===== src/rtl/fsk_tx_modulator.sv =====
// MSK/FSK transmit modulator: serialises bytes LSB-first into 4-bit signed I/Q
// from a 64-step phase accumulator. BLE 16 smp/bit, 802.15.4 8 smp/chip.
// Ports: clk, rst (sync, active-high); select, chan_idx, tx_data/valid/last in;
// tx_ready, I_out, Q_out, tx_on, bit_strobe, underrun out.
// Optional macro DATA_WHITEN_EN: BLE data whitening from a chan_idx-seeded LFSR.
module fsk_tx_modulator #(
  parameter int TAIL_SYMBOLS = 4,
  parameter int PHASE_BITS   = 6,
  parameter int AMP          = 7
) (
  input  logic              clk,
  input  logic              rst,
  input  logic [1:0]        select,
  input  logic [5:0]        chan_idx,
  input  logic [7:0]        tx_data,
  input  logic              tx_valid,
  input  logic              tx_last,
  output logic              tx_ready,
  output logic signed [3:0] I_out,
  output logic signed [3:0] Q_out,
  output logic              tx_on,
  output logic              bit_strobe,
  output logic              underrun
);

  typedef enum logic [1:0] {IDLE, SHIFT, TAIL} state_t;

  localparam int TW = $clog2(TAIL_SYMBOLS * 16 + 1);

  state_t                  state_q, state_d;
  logic [PHASE_BITS-1:0]   phase_q, phase_d;
  logic [3:0]              smp_q, smp_d;
  logic [2:0]              bit_q, bit_d;
  logic [7:0]              byte_q, byte_d;
  logic                    last_q, last_d;
  logic                    sel_q, sel_d;
  logic [TW-1:0]           tail_q, tail_d;
  logic signed [3:0]       i_q, i_d;
  logic signed [3:0]       q_q, q_d;
  logic [6:0]              lfsr_q, lfsr_d;

  logic [3:0]              spb_m1;
  logic [TW-1:0]           tail_m1;
  logic [PHASE_BITS-1:0]   stp;
  logic                    wbit;
  logic                    cur_bit;

  assign spb_m1  = sel_q ? 4'd7 : 4'd15;
  assign tail_m1 = TW'(TAIL_SYMBOLS * (sel_q ? 8 : 16) - 1);
  assign stp     = sel_q ? PHASE_BITS'(2) : PHASE_BITS'(1);

`ifdef DATA_WHITEN_EN
  // 802.15.4 chips are never whitened
  assign wbit = lfsr_q[6] & ~sel_q;
`else
  logic unused_chan;
  assign unused_chan = ^{chan_idx, lfsr_q};
  assign wbit = 1'b0;
`endif

  assign cur_bit    = byte_q[bit_q] ^ wbit;
  assign tx_on      = (state_q != IDLE);
  assign bit_strobe = (state_q == SHIFT) && (smp_q == 4'd0);

  // Quarter-wave cosine magnitude, cos scaled by 1000 and rounded
  function automatic logic signed [3:0] qmag(input logic [4:0] k);
    int c;
    case (k)
      5'd0:    c = 1000;
      5'd1:    c = 995;
      5'd2:    c = 981;
      5'd3:    c = 957;
      5'd4:    c = 924;
      5'd5:    c = 882;
      5'd6:    c = 831;
      5'd7:    c = 773;
      5'd8:    c = 707;
      5'd9:    c = 634;
      5'd10:   c = 556;
      5'd11:   c = 471;
      5'd12:   c = 383;
      5'd13:   c = 290;
      5'd14:   c = 195;
      5'd15:   c = 98;
      default: c = 0;
    endcase
    return 4'((AMP * c + 500) / 1000);
  endfunction

  logic [1:0]        quad;
  logic [3:0]        kidx;
  logic signed [3:0] cm, sm, lut_i, lut_q;

  assign quad = phase_q[PHASE_BITS-1 -: 2];
  assign kidx = phase_q[3:0];
  assign cm   = qmag({1'b0, kidx});
  assign sm   = qmag(5'd16 - {1'b0, kidx});

  always_comb begin
    lut_i = cm;
    lut_q = sm;
    unique case (quad)
      2'd0: begin lut_i = cm;  lut_q = sm;  end
      2'd1: begin lut_i = -sm; lut_q = cm;  end
      2'd2: begin lut_i = -cm; lut_q = -sm; end
      2'd3: begin lut_i = sm;  lut_q = -cm; end
    endcase
  end

  always_comb begin
    state_d  = state_q;
    phase_d  = phase_q;
    smp_d    = smp_q;
    bit_d    = bit_q;
    byte_d   = byte_q;
    last_d   = last_q;
    sel_d    = sel_q;
    tail_d   = tail_q;
    lfsr_d   = lfsr_q;
    tx_ready = 1'b0;
    underrun = 1'b0;
    unique case (state_q)
      IDLE: begin
        tx_ready = 1'b1;
        if (tx_valid) begin
          byte_d  = tx_data;
          last_d  = tx_last;
          sel_d   = (select == 2'd1);
          lfsr_d  = {1'b1, chan_idx};
          phase_d = '0;
          smp_d   = '0;
          bit_d   = '0;
          state_d = SHIFT;
        end
      end
      SHIFT: begin
        phase_d = cur_bit ? phase_q + stp : phase_q - stp;
        if (smp_q == spb_m1) begin
          smp_d  = '0;
          bit_d  = bit_q + 3'd1;
          lfsr_d = {lfsr_q[5], lfsr_q[4], lfsr_q[3] ^ lfsr_q[6],
                    lfsr_q[2], lfsr_q[1], lfsr_q[0], lfsr_q[6]};
          if (bit_q == 3'd7) begin
            tx_ready = !last_q;
            if (!last_q && tx_valid) begin
              byte_d = tx_data;
              last_d = tx_last;
            end else begin
              underrun = !last_q;
              tail_d   = '0;
              state_d  = TAIL;
            end
          end
        end else begin
          smp_d = smp_q + 4'd1;
        end
      end
      TAIL: begin
        if (tail_q == tail_m1) begin
          tail_d  = '0;
          state_d = IDLE;
        end else begin
          tail_d = tail_q + TW'(1);
        end
      end
      default: state_d = IDLE;
    endcase
    // Output is silent in IDLE and on the edge that enters IDLE
    if (state_q == IDLE || state_d == IDLE) begin
      i_d = '0;
      q_d = '0;
    end else begin
      i_d = lut_i;
      q_d = lut_q;
    end
  end

  always_ff @(posedge clk) begin
    if (rst) begin
      state_q <= IDLE;
      phase_q <= '0;
      smp_q   <= '0;
      bit_q   <= '0;
      byte_q  <= '0;
      last_q  <= 1'b0;
      sel_q   <= 1'b0;
      tail_q  <= '0;
      lfsr_q  <= '0;
      i_q     <= '0;
      q_q     <= '0;
    end else begin
      state_q <= state_d;
      phase_q <= phase_d;
      smp_q   <= smp_d;
      bit_q   <= bit_d;
      byte_q  <= byte_d;
      last_q  <= last_d;
      sel_q   <= sel_d;
      tail_q  <= tail_d;
      lfsr_q  <= lfsr_d;
      i_q     <= i_d;
      q_q     <= q_d;
    end
  end

  assign I_out = i_q;
  assign Q_out = q_q;

endmodule


===== config.mk =====
export PLATFORM = sky130hd
export DESIGN_NAME = fsk_tx_modulator
export DESIGN_NICKNAME = d
export VERILOG_FILES = /design/src/rtl/fsk_tx_modulator.sv
export SDC_FILE = /design/constraint.sdc
export NUM_CORES = 1
export LEC_CHECK = 0
export CORE_MARGIN = 3
export CORE_UTILIZATION = 50
export DETAILED_ROUTE_END_ITERATION = 7
export PLACE_DENSITY = 0.68
export SKIP_CTS_REPAIR_TIMING = 1
export SLEW_MARGIN = 5
export SYNTH_ARGS = -nofsm -noshare
export SYNTH_HDL_FRONTEND = slang
export SYNTH_SLANG_ARGS = --single-unit

===== constraint.sdc =====
create_clock -name clk -period 12.1 [get_ports clk]
set_input_delay 3.63 -clock clk [delete_from_list [all_inputs] [get_ports clk]]
set_output_delay 3.63 -clock clk [all_outputs]
set_load 0.05 [all_outputs]

==> results_dict.tcl <==
set metrics [dict create \
    slowest_stage "dfxtp_1" \
    critPathMaxStageDelay_ps 650 \
    syn-cell-area_um2 7431 \
    initial_utilization_pct 52.32 \
    grt_max_degree 37 \
    grt_util_all_layers_pct 20.07 \
    crit_path_end_kind "flip-flop" \
    worst-slew-pin-transition_ps 1092 \
    synth_top_cell_by_area "dfxtp_1" \
    synth_fp_nets 1055 \
    synth_cells 932 \
    core_area_um2 14200 \
    cts_root_buf "clkbuf_16" \
    via_per_inst 5.991 \
    crit_arrival_ps 9560 \
    setup-tns-final_ps 0 \
    grt_util_met3_pct 2.917 \
    avgSynthCellArea_um2 7.973 \
    clk_latency_ps 300 \
    min_period_ps 9356 \
    wl_per_cell_um 14.64 \
    fin_skew_ps 10.30 \
    grt_use_met2_pct 31.79 \
    r2r_setup_slack_ps 2740 \
    startpoint_type "flip-flop" \
    cts-htree-levels 2 \
    holdWs_ps 493.8 \
    async_flop_share_pct 0 \
    min_from "byte_q[2]$_SDFFE_PP0P_" \
    synthDistinctLibCells 110 \
    cp.required_ps 12310 \
    die_x_um 127.9 \
    clock_path_buffers 2 \
    synth-edff-count 0 \
    final_nets 1060 \
    drive_above_1_share_pct 9.275 \
    tritoncts "done" \
    r2r_start "phase_q[1]$_SDFFE_PP0P_" \
    dp_hpwl_mm 12.91 \
    die_area_um2 16360 \
    drt_iter0_drc 607 \
    timing.rr.end "I_out[2]$_SDFF_PP0_" \
    routed_wl_mm 16.37 \
    synth_most_common_cell "nor2_1" \
    grt.busiest_layer "met2" \
    port_buffers 25 \
    reg2reg_depth 33 \
    drc 0 \
    yosysWarningCount 0 \
    status "finished clean" \
    diodes 0 \
    cts.sinks 50 \
    cp_common_cell "ha_1" \
    setup_viol 0 \
    synth-seq-cells 50 \
    fp-row-count 43 \
    grt_pass1_wl_mm 28.26 \
    rsz0062_at_grt "no" \
    maxCapViolCount 0 \
    whs_path_depth 2 \
    ios 32 \
    ys_seq_area_share_pct 13.47 \
    cts-buffers-inserted 5 \
    final_max_slew_viol_count 0 \
    die_y_um 127.9 \
    path_class "flip-flop to flip-flop" \
    grt_pass1_vias 5984 \
    vias 6698 \
    globalplace.congestion 0.8828 \
    drtPass1Iterations 5 \
    yosys_most_used_dff "dfxtp_1" \
    hp-class "flip-flop to flip-flop" \
    synth_top_area_share_pct 13.47 \
    fin_crit_sh_pct 77.32 \
    hold-path-endpoint "byte_q[2]$_SDFFE_PP0P_" \
    grt_overflow 0 \
    grt_use_met1_pct 29.71 \
    clkTransAtPathRegs_ps 80 \
    area_growth_pct 6.786 \
    antenna_found_initial 0 \
    worstPathMaxFanout 14 \
    relSlewSlack_pct 27.02 \
    antenna_left 0 \
    max_freq_ghz 0.1069 \
    synth_common_cells "nor2_1, inv_1, ha_1" \
    final_hold_viol_count 0 \
    yosys-top-cells-area "dfxtp_1, ha_1, fa_1" \
]
## layout by cell type, fill, tap and decap left out, drive strengths merged, types with 5 or more instances in the layout
cell type and n:
a2111oi 5, a211oi 18, a21o 11, a21oi 64
a22oi 7, a311oi 6, a31o 5, a31oi 11
a41oi 6, and2 5, and3 13, clkbuf 5
clkdlybuf4s50 25, dfxtp 50, fa 25, ha 78
inv 90, mux2i 24, mux4 5, nand2 59
nand2b 15, nand3 25, nand4 11, nor2 100
nor2b 8, nor3 19, nor4 10, o2111ai 5
o211a 5, o211ai 14, o21a 9, o21ai 59
o21bai 5, o22ai 6, or2 16, or3 7
xnor2 24, xor2 12
## worst max-delay path, delay by kind of cell, from the launching register on
kind / cells / cell delay, ps
adder cells (fa/ha/maj): 6 / 2150
buffers and inverters: 4 / 450
AO/OA/AOI/OAI: 6 / 1430
flip-flops: 1 / 650
XOR/XNOR: 2 / 970
AND/OR/NAND/NOR: 13 / 3080
multiplexers: 2 / 510
## area by class of cell
cell class                 count  area, µm²
clock buffer                   5      125.1
clock inverter                 3      28.78
fill                        1391       6269
inverter                      90      339.1
multi-input combinational    763       5951
sequential                    50       1001
tap                          180      225.2
timing repair buffer          27      265.3
## metrics by stage
stage	instances	utilization, %	area [µm²]	setup WS (ps)
global route	1118	55.87	7935	1944
floorplan	932	-	7431	3162
CTS	1118	55.87	7935	2784
detailed placement	1110	54.78	7781	2829
finish	1118	55.87	7935	2744
global placement	1110	54.78	7781	2924
## worst max-delay path by stage
stage                                  from                  end  slack (ps)  depth (start not counted)
floorplan                          tx_valid             underrun        3160                          2
global placement    phase_q[1]$_SDFFE_PP0P_  I_out[2]$_SDFF_PP0_        2920                         33
detailed placement  phase_q[1]$_SDFFE_PP0P_  I_out[2]$_SDFF_PP0_        2830                         33
CTS                 phase_q[1]$_SDFFE_PP0P_  I_out[2]$_SDFF_PP0_        2780                         33
global route        phase_q[1]$_SDFFE_PP0P_  I_out[2]$_SDFF_PP0_        1940                         33
finish              phase_q[1]$_SDFFE_PP0P_  I_out[2]$_SDFF_PP0_        2740                         33
## routing by layer
layer	vias up	share of wire, %
met3	14	5.1
met5	-	0
met1	3073	51
met2	179	44
met4	0	0.64
li1	3432	-
## kinds of logic (layout without fill, tap and decap cells)
logic type / count (synthesis) / count (layout) / share of synthesized area (%)
compound gates: 284 / 284 / 28.61
fa+ha+maj: 105 / 105 / 20.14
buf+inv: 119 / 125 / 6.449
xor+xnor: 36 / 36 / 4.445
flops: 50 / 50 / 13.47
simple gates: 306 / 306 / 21.59
mux: 32 / 32 / 5.304
Power is left out: the tool's default activity adds up to more than one toggle a clock period on the data nets, which glitch-free logic cannot reach.
